$ cat src/rtl/voice_alloc_pkg.sv
// Shared types and constants for the voice allocator: FSM states and the
// top-octave DDS tuning codes (notes 120..131 at a 50 MHz DDS clock).
package voice_alloc_pkg;

  localparam int CLK_HZ = 50_000_000;

  typedef enum logic [2:0] {
    ST_IDLE,
    ST_LOOKUP,
    ST_ALLOC,
    ST_GAP,
    ST_KEYON
  } state_t;

  // round(f * 2^32 / CLK_HZ) for C9..B9; lower octaves are right shifts of these.
  localparam logic [31:0] BASE_TUNING [12] = '{
    32'd719151,  32'd761914,  32'd807220,  32'd855219,
    32'd906073,  32'd959951,  32'd1017033, 32'd1077509,
    32'd1141581, 32'd1209463, 32'd1281381, 32'd1357576
  };

endpackage

$ cat src/rtl/note_tuning_rom.sv
// MIDI note to DDS phase increment: semitone picks a top-octave code, octave
// sets the right shift. Output is registered (one cycle latency).
module note_tuning_rom
  import voice_alloc_pkg::*;
(
  input  logic        clk,
  input  logic        reset,
  input  logic [6:0]  note,
  output logic [31:0] code
);

  logic [3:0] semitone;
  logic [3:0] octave;
  logic [3:0] shift;

  assign semitone = 4'(note % 7'd12);
  assign octave   = 4'(note / 7'd12);
  assign shift    = 4'd10 - octave;

  always_ff @(posedge clk or negedge reset) begin
    if (!reset) begin
      code <= '0;
    end else begin
      code <= BASE_TUNING[semitone] >> shift;
    end
  end

endmodule

$ cat src/rtl/voice_allocator.sv
// Turns note-on/off events into a shared tuning bus plus per-voice key lines,
// making sure the bus is settled before any key_state rising edge.
module voice_allocator
  import voice_alloc_pkg::*;
#(
  parameter int NUM_VOICES = 8,
  parameter int AGE_W      = 4,
  parameter int STEAL_GAP  = 2
) (
  input  logic                  clk,
  input  logic                  reset,
  input  logic                  note_valid,
  output logic                  note_ready,
  input  logic                  note_on,
  input  logic [6:0]            note_num,
  input  logic                  panic,
  output logic [31:0]           tuning_code,
  output logic [NUM_VOICES-1:0] key_state,
  output logic                  steal_pulse
);

  localparam int VID_W = $clog2(NUM_VOICES);
  localparam int GAP_W = (STEAL_GAP > 1) ? $clog2(STEAL_GAP) : 1;
  localparam logic [AGE_W-1:0] AGE_MAX = '1;

  state_t                state_reg, state_next;
  logic                  on_reg;
  logic [6:0]            evt_note_reg;
  logic [VID_W-1:0]      voice_reg;
  logic [GAP_W-1:0]      gap_reg;
  logic [31:0]           tuning_reg;
  logic                  steal_reg;
  logic [31:0]           rom_code;
  logic                  accept;

  logic [NUM_VOICES-1:0] key_vec;
  logic [NUM_VOICES-1:0] match_vec;
  logic [AGE_W-1:0]      age_arr [NUM_VOICES];
  logic [VID_W-1:0]      match_idx, free_idx, old_idx, target;
  logic [AGE_W-1:0]      old_age;
  logic                  target_busy, target_steal;

  assign accept      = note_valid & note_ready;
  assign tuning_code = tuning_reg;
  assign key_state   = key_vec;
  assign steal_pulse = steal_reg;

  note_tuning_rom u_rom (
    .clk   (clk),
    .reset (reset),
    .note  (evt_note_reg),
    .code  (rom_code)
  );

  // Target priority: retrigger of a sounding note, lowest free voice, oldest voice.
  always_comb begin
    match_idx    = '0;
    free_idx     = '0;
    old_idx      = '0;
    old_age      = age_arr[0];
    target       = '0;
    target_busy  = 1'b1;
    target_steal = 1'b0;
    for (int i = NUM_VOICES - 1; i >= 0; i--) begin
      if (match_vec[i]) match_idx = VID_W'(i);
      if (!key_vec[i])  free_idx  = VID_W'(i);
    end
    for (int i = 1; i < NUM_VOICES; i++) begin
      if (age_arr[i] > old_age) begin
        old_age = age_arr[i];
        old_idx = VID_W'(i);
      end
    end
    if (|match_vec) begin
      target = match_idx;
    end else if (!(&key_vec)) begin
      target      = free_idx;
      target_busy = 1'b0;
    end else begin
      target       = old_idx;
      target_steal = 1'b1;
    end
  end

  for (genvar gi = 0; gi < NUM_VOICES; gi++) begin : g_voice
    logic             key_reg;
    logic [AGE_W-1:0] age_reg;
    logic [6:0]       note_reg;

    assign key_vec[gi]   = key_reg;
    assign age_arr[gi]   = age_reg;
    assign match_vec[gi] = key_reg && (note_reg == evt_note_reg);

    always_ff @(posedge clk or negedge reset) begin
      if (!reset) begin
        key_reg  <= 1'b0;
        age_reg  <= '0;
        note_reg <= '0;
      end else if (panic) begin
        key_reg <= 1'b0;
      end else if (state_reg == ST_ALLOC) begin
        if (on_reg ? (target_busy && target == VID_W'(gi)) : match_vec[gi])
          key_reg <= 1'b0;
      end else if (state_reg == ST_KEYON) begin
        if (voice_reg == VID_W'(gi)) begin
          key_reg  <= 1'b1;
          age_reg  <= '0;
          note_reg <= evt_note_reg;
        end else if (age_reg != AGE_MAX) begin
          age_reg <= age_reg + AGE_W'(1);
        end
      end
    end
  end

  always_comb begin
    state_next = state_reg;
    note_ready = (state_reg == ST_IDLE) && !panic;
    unique case (state_reg)
      ST_IDLE:   if (accept) state_next = ST_LOOKUP;
      ST_LOOKUP: state_next = ST_ALLOC;
      ST_ALLOC: begin
        if (!on_reg)          state_next = ST_IDLE;
        else if (target_busy) state_next = ST_GAP;
        else                  state_next = ST_KEYON;
      end
      ST_GAP:    if (gap_reg == '0) state_next = ST_KEYON;
      ST_KEYON:  state_next = ST_IDLE;
      default:   state_next = ST_IDLE;
    endcase
    if (panic) state_next = ST_IDLE;
  end

  always_ff @(posedge clk or negedge reset) begin
    if (!reset) begin
      state_reg    <= ST_IDLE;
      on_reg       <= 1'b0;
      evt_note_reg <= '0;
      voice_reg    <= '0;
      gap_reg      <= '0;
      tuning_reg   <= '0;
      steal_reg    <= 1'b0;
    end else begin
      state_reg <= state_next;
      steal_reg <= 1'b0;
      if (accept) begin
        on_reg       <= note_on;
        evt_note_reg <= note_num;
      end
      // panic freezes tuning and the gap counter; the FSM is already forced idle
      if (!panic) begin
        if (state_reg == ST_ALLOC && on_reg) begin
          voice_reg  <= target;
          tuning_reg <= rom_code;
          gap_reg    <= GAP_W'(STEAL_GAP - 1);
          steal_reg  <= target_steal;
        end
        if (state_reg == ST_GAP && gap_reg != '0)
          gap_reg <= gap_reg - GAP_W'(1);
      end
    end
  end

endmodule

$ cat config.mk
export PLATFORM = sky130hd
export DESIGN_NAME = voice_allocator
export DESIGN_NICKNAME = d
export VERILOG_FILES = /design/src/rtl/voice_alloc_pkg.sv /design/src/rtl/note_tuning_rom.sv /design/src/rtl/voice_allocator.sv
export SDC_FILE = /design/constraint.sdc
export NUM_CORES = 1
export LEC_CHECK = 0
export CAP_MARGIN = 15
export CORE_MARGIN = 1.5
export CORE_UTILIZATION = 60
export CTS_BUF_LIST = sky130_fd_sc_hd__clkbuf_16
export CTS_CLUSTER_SIZE = 28
export DETAILED_ROUTE_END_ITERATION = 7
export GPL_TIMING_DRIVEN = 0
export HOLD_SLACK_MARGIN = 0.08
export PLACE_DENSITY = 0.8
export SLEW_MARGIN = 20
export SYNTH_ARGS = -nofsm -noshare
export SYNTH_HDL_FRONTEND = slang
export SYNTH_SLANG_ARGS = --single-unit
$ cat constraint.sdc
create_clock -name clk -period 13.3 [get_ports clk]
set_input_delay 2.66 -clock clk [delete_from_list [all_inputs] [get_ports clk]]
set_output_delay 2.66 -clock clk [all_outputs]
set_load 0.01 [all_outputs]
==> results by group, run 1 <==
Job
  – Max-cap violations: 0

Drt
  – Metal3 WL: 1641 µm
  – Vias per cell: between 6 and 7
  – Top Metal Used: met4
  – DRT Pass-1 Iters: 5
  – Routed WL per cell: 18.42 µm
  – DRT met1 WL: 11660 µm
  – Post-detailed-route count of antenna-violating nets: 0
  – Drt drc: 0
  – Total wire length: around 27000 µm
  – Routed vias: around 8900
  – Met2 WL: 12530 µm
  – Initial DRC count: 661

Power
  – Clock share of power: between 10% and 20%
  – Total internal power: 1.375 mW
  – Comb pwr share: between 50% and 60%
  – Sw Share: a little under half
  – Leakage: 4.991 nW
  – VDD IR-drop max: 0.0001183 V
  – Reg power frac: 24.3%
  – PwrDens: 216.9 mW/mm²
  – P_sw: roughly 1.1 mW

STA
  – Max_slew headroom: between 30% and 40%
  – Setup TNS: 0 ns
  – Unrepaired setup endpoints after global routing: false
  – Tcrit/Tclk final: 90.05%
  – Final Max Slew Viols: 0
  – F_max: 83.49 MHz
  – Post-Route Skew: 0.009459 ns
  – Worst Max-Slew Pin Slew: 0.9478 ns
  – Final min period: roughly 12 ns
  – WHS: 0.4723 ns
  – Final setup fails: 0
  – Final hold vios: 0

Layout
  – Max reg flops: 56
  – Area delta synth->final: 12.60%
  – Layout cells sized above 1: 14.48%
  – Fillers: 1294
  – Area of the multi-input gates: between 0.005 and 0.006 mm²
  – Register area: 0.003854 mm²
  – Total Nets Final: 1258
  – Antenna diode count: 0
  – Finished Cell Area: 0.01163 mm²

Place
  – Global placer's final weighted congestion: 0.9362
  – Port Buffers: 41
  – Placed cell areas: 0.01108 mm²
  – HPWL Detailed: 19170 µm

Logic synthesis
  – Top cell type's share of synthesized area: a little under two fifths
  – Top cells by area, synth: dfrtp_1 (37%), mux2_2 (8.5%), nand2_1 (4.4%)
  – Async set-reset flop share out of synthesis: 100.0%
  – Synth Area in Compound Gates: 19.44%
  – Synth Flop Type: dfrtp_1
  – Seq/Total Area, Yosys: 37.32%
  – Simple-gate share of the synthesized area: approximately 16%
  – Synth Area in XOR/XNOR: 6.192%
  – Netlist cell types: 90
  – Main combinational cell family by area after synthesis: compound AO/OA/AOI/OAI gates
  – Post-Synth Adder-Cell Area: 4.556%
  – Area leader, netlist: dfrtp_1
  – #FFs+latches synth: 154
  – Cell area after synthesis: 0.01032 mm²
  – Post-synthesis mux area share: 10.69%
  – Count of flip-flops with a built-in enable after synthesis: 0
  – Post-synth top cells: dfrtp_1 (154), nand2_1 (122), nor2_1 (96), mux2_2 (78), o21ai_0 (76)
  – Cells after synthesis: approximately 1100
  – Syn Area/Cell: 9.065 µm²
  – Synth warnings: 0
  – Most common cell in the synthesized netlist: dfrtp_1

Global route
  – Largest net degree at the start of global routing: 83
  – Vias in the first global route: between 8000 and 9000
  – Initial antenna violation count: 0
  – Gr usage total: 30.66%
  – Global-route wire length before repair: 43700 µm
  – Grt ovf: 0

Clock tree
  – Root Buffer: clkbuf_16
  – PostCTS Resize Cnt: 0
  – Hold-fix buffers, CTS: 0
  – CTS buffer count: 17
  – Postcts setup bufs: 0
  – CTS Sinks: 154
  – H-tree Lvls: 4
  – Max Root-Sink Buffers: 2
  – CTS clock-pin slew for the worst setup and hold paths: 0.07 ns
  – TritonCTS clock tree: yes
  – Worst skew pair latency: approximately 0.43 ns

Floorplanning
  – Vert. Die Dim: 134.2 µm
  – Core area: 0.01670 mm²
  – Die area: 0.01800 mm²
  – Die Span X: 134.2 µm
  – Starting Density: 61.82%
  – Top Ports: 54
  – Rows: 47

Worst setup path
  – Cell mode on critical path: ha_1
  – Crit start category: flop
  – Critical Path RT: 13.64 ns
  – WS Path Type: reg2reg
  – Worst path arrival time: 12.32 ns
  – Max stage delay on crit path: 0.51 ns
  – Crit-path slowest cell: dfrtp_1
  – Worst setup EP type: flop
  – Maximum fanout along the worst path: 9

Worst hold path
  – Worst hold path class: reg2reg

Outcome
  – Status: complete, no violations
final timing paths:
kind	slack (ns)	from	end	cells after the start
min	0.47	u_rom.code[5]	tuning_code[5]	1
min reg2reg	0.47	u_rom.code[5]	tuning_code[5]	1
max	1.32	g_voice[0].age_reg[1]	g_voice[7].key_reg	53
max reg2reg	1.32	g_voice[0].age_reg[1]	g_voice[7].key_reg	53
max in group asynchronous	10.33	reset	tuning_code[16]	2
min in group asynchronous	2.17	reset	g_voice[7].note_reg[6]	1
area by class of cell:
class / count / area share [%]
multi-input combinational: 860 / 50.84
sequential: 154 / 33.15
timing repair buffer: 42 / 3.810
clock buffer: 17 / 3.659
buffer: 85 / 3.584
tap: 220 / 2.368
inverter: 50 / 1.614
clock inverter: 14 / 0.9793
layout by cell type (no fill, tap or decap), types with 6 or more instances in the layout:
cell type and count:
o21ai_0 76, a31oi_1 11, buf_2 6, clkbuf_16 17, a41oi_1 7, nor2_1 96, nor3_1 15, conb_1 11
o22ai_1 14, inv_6 6, mux2_2 78, nand4_1 25, mux2i_1 18, buf_4 20, xor2_1 21, o21ai_1 7
o211ai_1 13, buf_1 10, a311oi_1 6, clkdlybuf4s50_1 40, xnor2_1 52, clkbuf_1 47, ha_1 36, dfrtp_1 154
a21oi_1 59, a211oi_1 7, nand2b_1 15, nand2_1 122, inv_1 47, nand3_1 29, and3_1 9
through the flow:
step / setup WS (ns) / utilization [%] / instances / power [mW]
floorplan: 2.845 / - / 1149 / 1.665
global placement: 1.739 / 66.15 / 1410 / 2.007
detailed placement: 1.447 / 66.35 / 1411 / 2.030
CTS: 1.401 / 69.58 / 1442 / 2.493
global route: 0.3504 / 69.61 / 1442 / 2.694
finish: 1.323 / 69.61 / 1442 / 2.521
power groups by stage:
stage	combinational [mW]	clock, mW	sequential, mW
after global placement	1.39	0	0.614
after detailed placement	1.41	0	0.617
final	1.46	0.451	0.612
after global routing	1.60	0.473	0.620
after CTS	1.43	0.454	0.611
after floorplan	1.05	0	0.614
critical path: cells and delay by family (launching register included):
family                     cells  cell delay, ns
and+or+nand+nor               13            2.09
muxes                          6            2.04
adders and majority gates      7            2.08
AOI/OAI and AO/OA             22            4.53
DFF                            1            0.51
buffers and inverters          5            0.61
routing by layer:
metal | global-route usage (%) | vias to the layer above
li1 | - | 4218
met3 | 5.291 | 64
met5 | 0 | -
met2 | 49.26 | 364
met4 | 11.29 | 0
met1 | 41.88 | 4251
kinds of logic after synthesis:
kind of cell,after synthesis
flops,154
compound gates,291
fa+ha+maj,38
mux,98
xor+xnor,73
other cells,1
buf+inv,135
simple gates,349
Note: power is estimated with default switching activity, not from simulation.
==> run 2: changes to the inputs <==
Settings changed: CTS_CLUSTER_SIZE 28 to unset.
==> results of run 2 <==
Final layout, timing and power as in run 1 (identical DEF).
